===== src/rtl/alu_seq_pkg.sv =====
// Shared types and constants for the 8085 ALU op sequencer.
// Latency: n/a (declarations only).
// Backpressure: n/a.
package alu_seq_pkg;

    typedef enum logic [2:0] {
        ST_IDLE,
        ST_LOAD,
        ST_EXEC,
        ST_WRITE,
        ST_DONE
    } state_t;

    // Operation kind, resolved once at the handshake.
    typedef enum logic [1:0] {
        K_ALU,
        K_CMP,
        K_INR,
        K_DCR
    } op_kind_t;

    // ALU control word.
    //   op1,op2     : function select 00 sum, 01 AND, 10 XOR, 11 OR
    //   neg         : complement the TMP operand (subtract forms)
    //   ncarry_1    : carry chain takes a carry-in (from CY, or tied to 1 for INR/DCR)
    //   shift_right : rotate path, unused by this sequencer's opcode set
    typedef struct packed {
        logic op1;
        logic op2;
        logic neg;
        logic ncarry_1;
        logic shift_right;
    } cw_t;

    localparam cw_t CW_ADD = cw_t'(5'b00000);
    localparam cw_t CW_ADC = cw_t'(5'b00010);
    localparam cw_t CW_SUB = cw_t'(5'b00110);
    localparam cw_t CW_SBB = cw_t'(5'b00100);
    localparam cw_t CW_ANA = cw_t'(5'b01000);
    localparam cw_t CW_XRA = cw_t'(5'b10000);
    localparam cw_t CW_ORA = cw_t'(5'b11000);
    localparam cw_t CW_CMP = cw_t'(5'b00110);
    // INR/DCR reuse the add-with-carry word; carry is tied to 1 so ACT(00/FE)+r+1 = r+1 / r-1.
    localparam cw_t CW_INC = CW_ADC;

    // Flag masks, bit order {S,Z,AC,P,CY}.
    localparam logic [4:0] FM_ALL  = 5'b11111;
    localparam logic [4:0] FM_NOCY = 5'b11110;

    // Opcode class masks: (opcode & MASK) == VAL.
    localparam logic [7:0] ALU_REG_MASK = 8'hC0;
    localparam logic [7:0] ALU_REG_VAL  = 8'h80;
    localparam logic [7:0] ALU_IMM_MASK = 8'hC7;
    localparam logic [7:0] ALU_IMM_VAL  = 8'hC6;
    localparam logic [7:0] INR_MASK     = 8'hC7;
    localparam logic [7:0] INR_VAL      = 8'h04;
    localparam logic [7:0] DCR_MASK     = 8'hC7;
    localparam logic [7:0] DCR_VAL      = 8'h05;

    function automatic cw_t alu_cw(input logic [2:0] ooo);
        cw_t cw;
        case (ooo)
            3'd0:    cw = CW_ADD;
            3'd1:    cw = CW_ADC;
            3'd2:    cw = CW_SUB;
            3'd3:    cw = CW_SBB;
            3'd4:    cw = CW_ANA;
            3'd5:    cw = CW_XRA;
            3'd6:    cw = CW_ORA;
            default: cw = CW_CMP;
        endcase
        return cw;
    endfunction

endpackage


===== src/rtl/alu_op_decode.sv =====
// Combinational opcode decode: class, ALU control word and flag mask.
// Latency: 0 cycles (pure combinational).
// Backpressure: none; the sequencer samples outputs only on its handshake.
// Ports: i_opcode (8085 opcode) -> o_legal, o_kind, o_cw, o_fmask.
// Build option: ALU_SEQ_CMP_EN makes CMP/CPI legal; otherwise they decode as illegal.
module alu_op_decode
    import alu_seq_pkg::*;
(
    input  logic [7:0] i_opcode,
    output logic       o_legal,
    output op_kind_t   o_kind,
    output cw_t        o_cw,
    output logic [4:0] o_fmask
);

    logic [2:0] w_ooo;
    assign w_ooo = i_opcode[5:3];

    always_comb begin
        o_legal = 1'b0;
        o_kind  = K_ALU;
        o_cw    = CW_ADD;
        o_fmask = FM_ALL;
        if (((i_opcode & ALU_REG_MASK) == ALU_REG_VAL) ||
            ((i_opcode & ALU_IMM_MASK) == ALU_IMM_VAL)) begin
            o_cw = alu_cw(w_ooo);
            if (w_ooo == 3'd7) begin
                o_kind = K_CMP;
`ifdef ALU_SEQ_CMP_EN
                o_legal = 1'b1;
`else
                o_legal = 1'b0;
`endif
            end else begin
                o_kind  = K_ALU;
                o_legal = 1'b1;
            end
        end else if ((i_opcode & INR_MASK) == INR_VAL) begin
            o_legal = 1'b1;
            o_kind  = K_INR;
            o_cw    = CW_INC;
            o_fmask = FM_NOCY;
        end else if ((i_opcode & DCR_MASK) == DCR_VAL) begin
            o_legal = 1'b1;
            o_kind  = K_DCR;
            o_cw    = CW_INC;
            o_fmask = FM_NOCY;
        end
    end

endmodule


===== src/rtl/alu_op_sequencer.sv =====
// Sequences 8085 ALU/INR/DCR opcodes through LOAD, EXEC, WRITE, DONE strobes.
// Latency: handshake at edge N -> LOAD N+1, EXEC N+2, WRITE N+3, done N+4, ready N+5.
// Backpressure: op_ready only in IDLE; op_valid/opcode ignored while busy.
// Ports: phi1/rst; op_valid/opcode/op_ready handshake; opnd_req and ACT/TMP load
// strobes; select_* control word; result steering; flag_we/flag_mask; done/illegal.
// Build option: ALU_SEQ_CMP_EN (handled in alu_op_decode) enables CMP/CPI.
module alu_op_sequencer
    import alu_seq_pkg::*;
(
    input  logic       phi1,
    input  logic       rst,
    input  logic       op_valid,
    input  logic [7:0] opcode,
    output logic       op_ready,
    output logic       opnd_req,
    output logic       a_to_act,
    output logic       sel_0_fe,
    output logic       fe_0_to_act,
    output logic       write_dbus_to_alu_tmp,
    output logic       select_op1,
    output logic       select_op2,
    output logic       select_neg,
    output logic       select_ncarry_1,
    output logic       select_shift_right,
    output logic       alu_to_a,
    output logic       sel_alu_a,
    output logic       alu_a_to_dbus,
    output logic       flag_we,
    output logic [4:0] flag_mask,
    output logic       done,
    output logic       illegal
);

    logic       w_legal;
    op_kind_t   w_kind;
    cw_t        w_cw;
    logic [4:0] w_fmask;

    alu_op_decode u_decode (
        .i_opcode (opcode),
        .o_legal  (w_legal),
        .o_kind   (w_kind),
        .o_cw     (w_cw),
        .o_fmask  (w_fmask)
    );

    state_t     r_state;
    op_kind_t   r_kind;
    cw_t        r_cw;
    logic [4:0] r_fmask;
    cw_t        r_sel;

    // Gated by rst so every output reads 0 while reset is held.
    assign op_ready = (r_state == ST_IDLE) && !rst;

    assign select_op1         = r_sel.op1;
    assign select_op2         = r_sel.op2;
    assign select_neg         = r_sel.neg;
    assign select_ncarry_1    = r_sel.ncarry_1;
    assign select_shift_right = r_sel.shift_right;

    always_ff @(posedge phi1 or posedge rst) begin
        if (rst) begin
            r_state               <= ST_IDLE;
            r_kind                <= K_ALU;
            r_cw                  <= CW_ADD;
            r_fmask               <= 5'b0;
            r_sel                 <= cw_t'(5'b0);
            opnd_req              <= 1'b0;
            a_to_act              <= 1'b0;
            sel_0_fe              <= 1'b0;
            fe_0_to_act           <= 1'b0;
            write_dbus_to_alu_tmp <= 1'b0;
            alu_to_a              <= 1'b0;
            sel_alu_a             <= 1'b0;
            alu_a_to_dbus         <= 1'b0;
            flag_we               <= 1'b0;
            flag_mask             <= 5'b0;
            done                  <= 1'b0;
            illegal               <= 1'b0;
        end else begin
            // Every strobe is a one-cycle pulse; only the state being entered raises it.
            r_sel                 <= cw_t'(5'b0);
            opnd_req              <= 1'b0;
            a_to_act              <= 1'b0;
            sel_0_fe              <= 1'b0;
            fe_0_to_act           <= 1'b0;
            write_dbus_to_alu_tmp <= 1'b0;
            alu_to_a              <= 1'b0;
            sel_alu_a             <= 1'b0;
            alu_a_to_dbus         <= 1'b0;
            flag_we               <= 1'b0;
            flag_mask             <= 5'b0;
            done                  <= 1'b0;
            illegal               <= 1'b0;
            case (r_state)
                ST_IDLE: begin
                    if (op_valid) begin
                        r_kind  <= w_kind;
                        r_cw    <= w_cw;
                        r_fmask <= w_fmask;
                        if (w_legal) begin
                            r_state               <= ST_LOAD;
                            opnd_req              <= 1'b1;
                            write_dbus_to_alu_tmp <= 1'b1;
                            if (w_kind == K_INR || w_kind == K_DCR) begin
                                sel_0_fe    <= 1'b1;
                                fe_0_to_act <= (w_kind == K_DCR);
                            end else begin
                                a_to_act <= 1'b1;
                            end
                        end else begin
                            // Illegal opcodes borrow DONE for their one pulse, with done held low.
                            r_state <= ST_DONE;
                            illegal <= 1'b1;
                        end
                    end
                end
                ST_LOAD: begin
                    r_state <= ST_EXEC;
                    r_sel   <= r_cw;
                end
                ST_EXEC: begin
                    r_state   <= ST_WRITE;
                    r_sel     <= r_cw;
                    flag_we   <= 1'b1;
                    flag_mask <= r_fmask;
                    case (r_kind)
                        K_ALU:   alu_to_a <= 1'b1;
                        K_INR,
                        K_DCR: begin
                            sel_alu_a     <= 1'b1;
                            alu_a_to_dbus <= 1'b1;
                        end
                        default: ;
                    endcase
                end
                ST_WRITE: begin
                    r_state <= ST_DONE;
                    done    <= 1'b1;
                end
                ST_DONE: begin
                    r_state <= ST_IDLE;
                end
                default: begin
                    r_state <= ST_IDLE;
                end
            endcase
        end
    end

endmodule

===== config.mk =====
export PLATFORM = sky130hd
export DESIGN_NAME = alu_op_sequencer
export DESIGN_NICKNAME = d
export VERILOG_FILES = /design/src/rtl/alu_seq_pkg.sv /design/src/rtl/alu_op_decode.sv /design/src/rtl/alu_op_sequencer.sv
export SDC_FILE = /design/constraint.sdc
export NUM_CORES = 1
export LEC_CHECK = 0
export ABC_CLOCK_PERIOD_IN_PS = 2360
export CORE_AREA = 3 3 54 56
export CTS_BUF_LIST = sky130_fd_sc_hd__clkbuf_8
export DETAILED_ROUTE_END_ITERATION = 10
export DIE_AREA = 0 0 57 59
export GPL_TIMING_DRIVEN = 0
export PLACE_DENSITY = 0.74
export SLEW_MARGIN = 25
export SYNTH_ARGS = -nofsm -noshare
export SYNTH_HDL_FRONTEND = slang
export SYNTH_SLANG_ARGS = --single-unit
export TNS_END_PERCENT = 5

===== constraint.sdc =====
create_clock -name phi1 -period 2.36 [get_ports phi1]
set_clock_uncertainty 0.05 [all_clocks]
set_input_delay 0.472 -clock phi1 [delete_from_list [all_inputs] [get_ports phi1]]
set_output_delay 0.472 -clock phi1 [all_outputs]
set_load 0.005 [all_outputs]

Word-level counts from Yosys, hierarchy flattened
Cells that the tools add are included.

Reduce and logical (&&, ||, !) cells: 10. Eq/ne operators: 18. Multiplexer cells: 44.

Operators with widths (count): $mux 1 (30); $mux 5 (6); $pmux 5 s6 (1); $eq 3x3->1 const B (4); $pmux 3 s4 (1); $eq 2x2->1 const B (5); $eq 5x3->1 const B (2); $eq 3x2->1 const B (3); $mux 2 (4); $eq 3x1->1 const B (2); $logic_not 3->1 (2); $mux 3 (2); $eq 5x5->1 const B (1); $reduce_or 2->1 (2); $logic_not 2->1 (1); $logic_or 1x1->1 (2); $ne 2x2->1 const B (1); $reduce_and 2->1 (1); $logic_and 1x1->1 (1); $logic_not 1->1 (1).

Register bits after elaboration: 34. Input port bits: 11.

Longest topological paths before layout
Word-level depth: 10. Depth in mapped cells: 4. Depth with buffers taken out: 3.

Hierarchy
A second synthesis with hierarchy kept.

Cell total of the unflattened synthesis: 111. Area total of the unflattened synthesis: 1436.4 µm².

Modules (own cells, without submodules): alu_op_sequencer (times used 1, sequential area each 850.8 µm², cells each 83, area an instance 1260.0 µm²); alu_op_decode (times used 1, sequential area each 0.0 µm², cells each 28, area an instance 176.4 µm²).

Worst setup path after synthesis
OpenSTA, ideal clock, no wires.

Path type: flip-flop to flip-flop. Start point: register r_state[1]. End point: register r_cw[1] (netlist bit). Buffers on the path: 1. Setup time: 0.124 ns. Arrival time: 1.283 ns. Cell stages (with the launch flop): 5. Required time: 2.186 ns. Slack: 0.903 ns. Cell sequence: dfrtp_1 buf_6 nor4b_2 mux2i_1 o21ai_1.

Longest elaborated chain between the ends: 2.

RTL lines: start: declaration (line alu_op_sequencer.sv:47) `state_t r_state;`; start signal: assignment (line alu_op_sequencer.sv:64) `r_state <= ST_IDLE;`; start signal: assignment (line alu_op_sequencer.sv:103) `r_state <= ST_LOAD;`; start signal: assignment (line alu_op_sequencer.sv:114) `r_state <= ST_DONE;`; $logic_not 3->1 (line alu_op_sequencer.sv:96) `case (r_state)`; $reduce_and 2->1 (no source line); end signal: assignment (line alu_op_sequencer.sv:100) `r_cw <= w_cw;`; end: declaration (line alu_op_sequencer.sv:49) `cw_t r_cw;`.

No other way between the ends. A chain may end at the register's enable or synchronous reset.

Final worst setup path
Start point: input rst. End point: output op_ready.

Longest elaborated chain between the ends: 2.

RTL lines: start: declaration (line alu_op_sequencer.sv:11) `input logic rst,`; $logic_not 1->1 (no source line); $logic_and 1x1->1 (line alu_op_sequencer.sv:54) `assign op_ready = (r_state == ST_IDLE) && !rst;`; end: declaration (line alu_op_sequencer.sv:14) `output logic op_ready,`.

No other way between the ends.

==> run_results.csv <==
group,metric,value,unit
critical_path,crit_top_cell,"clkdlybuf4s50_1",
logic_synthesis,synth.top_cell.area_share,0.593,
detailed_routing,dr.pass1.iters,4,
clocking,h-tree-depth,1,
sta,max_freq,0.460,GHz
global_routing,grt_util_met1,0.158,
finish,fillers,222,
logic_synthesis,netlist-cell-type-count,30,
global_routing,gr-total-overflow,0,
critical_path,arrival,1.65,ns
die,start_util,0.443,
critical_path,cp_cell_sequence,"clkdlybuf4s50_1 -> nor4_1 -> clkdlybuf4s50_1",
logic_synthesis,synthFlopType,"dfrtp_1",
finish,syn_to_final_growth,35.5,%
placed_design,pre_cts_ws,0.207,ns
sta,period_needed,2.17,ns
power_and_ir_drop,p_leak,0.000677,uW
placed_design,postPlaceCellArea,1450,um^2
power_and_ir_drop,peakVddDrop,0.611,mV
global_routing,gr-usage-met3,0.0240,
sta,hold_viol_final,0,
detailed_routing,num_vias,786,
clocking,cts_hold_buf,0,
placed_design,place.gp.congestion,0.783,
sta,worst_slack,0.187,ns
detailed_routing,wl,1950,um
logic_synthesis,synth_area_leaders,"dfrtp_1, buf_4, nor2_1",
critical_path,required,1.84,ns
die,die_h,59,um
logic_synthesis,yosysTopAreaCell,"dfrtp_1",
status,outcome,"finished clean",
critical_path,worst-path-max-fanout,2,
global_routing,grt_antenna_before_repair,0,
finish,diodes,0,
sta,slew_violations,0,
critical_path,critPathSlowestCell,"clkdlybuf4s50_1",
clocking,cts_tree,"done",
flow_run,max-cap-violations,0,
global_routing,grt_pass1_vias,714,
finish,fin_area,1490,um^2
logic_synthesis,yosys_warnings,0,
logic_synthesis,yosys-top-cells-count,"dfrtp_1, nor2_1, buf_4, nand2_1",
clocking,cts-root-buf,"clkbuf_8",
global_routing,grt_use_total,0.123,
sta,rsz0062_at_grt,"false",
clocking,cts_sinks,26,
die,std_cell_rows,18,
sta,setup-violations-final,0,
sta,finalSetupTns,0,ns
logic_synthesis,postSynthCellCount,96,
critical_path,start_kind,"primary input",
critical_path,crit_type,"in -> out",
die,pin_count,33,
logic_synthesis,synth_area,1100,um^2
power_and_ir_drop,p_per_area,937,nW/um^2
detailed_routing,drt_first_iter_violations,9,
placed_design,io_buffer_count,31,
global_routing,use_met2,0.210,
die,fp.dieArea,3360,um^2
clocking,postCtsSetupBuffers,0,
detailed_routing,vias_per_cell,4.91,
logic_synthesis,synth-seq-area-share,0.593,
placed_design,place_hpwl,1530,um
die,core,2480,um^2
sta,finalCritPeriodShare,0.921,
detailed_routing,postRouteAntennaNets,0,
finish,fin_nets,143,
sta,worst_slew_pin_slew,0.879,ns
global_routing,top_usage_layer,"met2",
logic_synthesis,ys_seq_elements,26,
clocking,cts_made_buffers,3,
clocking,clkLatencyLatePin,0.26,ns
clocking,clk_path_buf_depth,2,
critical_path,path_buf_inv,2,
sta,relSlewSlack,0.410,
global_routing,grt_max_degree,27,
logic_synthesis,synth_edf_count,0,
die,die_w,57,um
clocking,clk_pin_slew,0.08,ns
logic_synthesis,synth.most_common_cell,"dfrtp_1",
logic_synthesis,synthArstFlopShare,1.00,
global_routing,grt_pass1_wl,3220,um
finish,drive_gt1_frac,0.108,
critical_path,cp_top_family,"buffers and inverters",
worst_hold_path,min_path_type,"reg -> reg",
logic_synthesis,syn_area_per_cell,11.4,um^2
critical_path,critPathMaxStageDelay,0.55,ns
logic_synthesis,synth_fp_nets,107,
detailed_routing,drc_errors,0,
clocking,cts_resized,0,
power_and_ir_drop,power.total,1390,uW
critical_path,critPathCaptureType,"primary output",
detailed_routing,routedWlPerCell,12.2,um
-- report_power, final --
part           internal (uW)  switching (uW)  total [uW]
combinational            305             220         525
clock                    114             120         234
sequential               560            74.6         634
total                    979             414        1390
-- per-stage QoR --
step           instances  utilization  hold slack [ns]
3_3_place_gp         157        0.583            0.382
4_1_cts              160        0.600            0.403
6_report             160        0.600            0.397
2_1_floorplan         96            -            0.358
3_5_place_dp         157        0.583            0.392
5_1_grt              160        0.600            0.416
-- registers in the layout, summed over array words and instances, names as in the netlist, 2 cells and up --
| name | count |
|---|---|
| r_fmask | 2 |
| r_cw | 4 |
| flag_mask | 2 |
| r_kind | 2 |
| r_state | 3 |
-- cells by family (layout without fill, tap and decap cells) --
group	count (synthesis)	in the layout	share of synthesized area
AO/OA/AOI/OAI	17	17	0.0980
XOR/XNOR	3	3	0.0239
buffers and inverters	10	44	0.0684
flip-flops	26	26	0.593
multiplexers	1	1	0.00912
other	1	1	0.00342
AND/OR/NAND/NOR	38	38	0.204
-- cell usage in the layout, fill, tap and decap left out --
cell type	Yosys	final
or4b_1	1	1
or4b_4	1	1
clkdlybuf4s50_1	0	31
dfrtp_1	26	26
o211a_1	1	1
clkbuf_8	0	3
xnor2_1	2	2
a21oi_1	5	5
nand2_1	6	6
o21ai_0	3	3
and3_1	5	5
and2_1	5	5
and3b_1	1	1
a21o_2	1	1
xor2_1	1	1
o22ai_1	1	1
nor2_1	10	10
nor3b_1	2	2
buf_6	2	2
conb_1	1	1
or2b_1	1	1
clkinv_1	0	1
o21ai_1	1	1
nor4b_2	1	1
nand2b_1	1	1
nor4b_1	1	1
o211ai_1	3	3
o31ai_1	2	2
mux2i_1	1	1
buf_4	6	6
inv_1	2	1
nand3_1	2	2
nor4_1	1	1
-- cell type report --
type | count | area, um^2 | share of cell area
buffer | 8 | 67.6 | 0.0455
sequential | 26 | 651 | 0.438
tap | 30 | 37.5 | 0.0253
timing repair buffer | 31 | 310 | 0.209
multi-input combinational | 60 | 372 | 0.250
inverter | 2 | 7.51 | 0.00505
clock buffer | 3 | 41.3 | 0.0278
-- path summary, 6_finish.rpt --
| kind | slack, ns | from | end | depth (start not counted) |
|---|---|---|---|---|
| max in group asynchronous | 1.27 | rst | a_to_act | 2 |
| worst min-delay path | 0.40 | r_kind[0] | alu_to_a | 1 |
| worst min register to register | 0.40 | r_kind[0] | alu_to_a | 1 |
| min in group asynchronous | 0.59 | rst | r_state[1] | 2 |
| worst max-delay path | 0.19 | rst | op_ready | 3 |
| worst max register to register | 0.67 | r_state[1] | r_cw[1] | 4 |
-- per-layer routing --
metal  share of wire  up-vias
met5               0        -
met4           0.015        0
met3           0.068        4
met2            0.48       26
met1            0.44      357
li1                -      399
No activity file was read; power rests on OpenSTA's default activity.
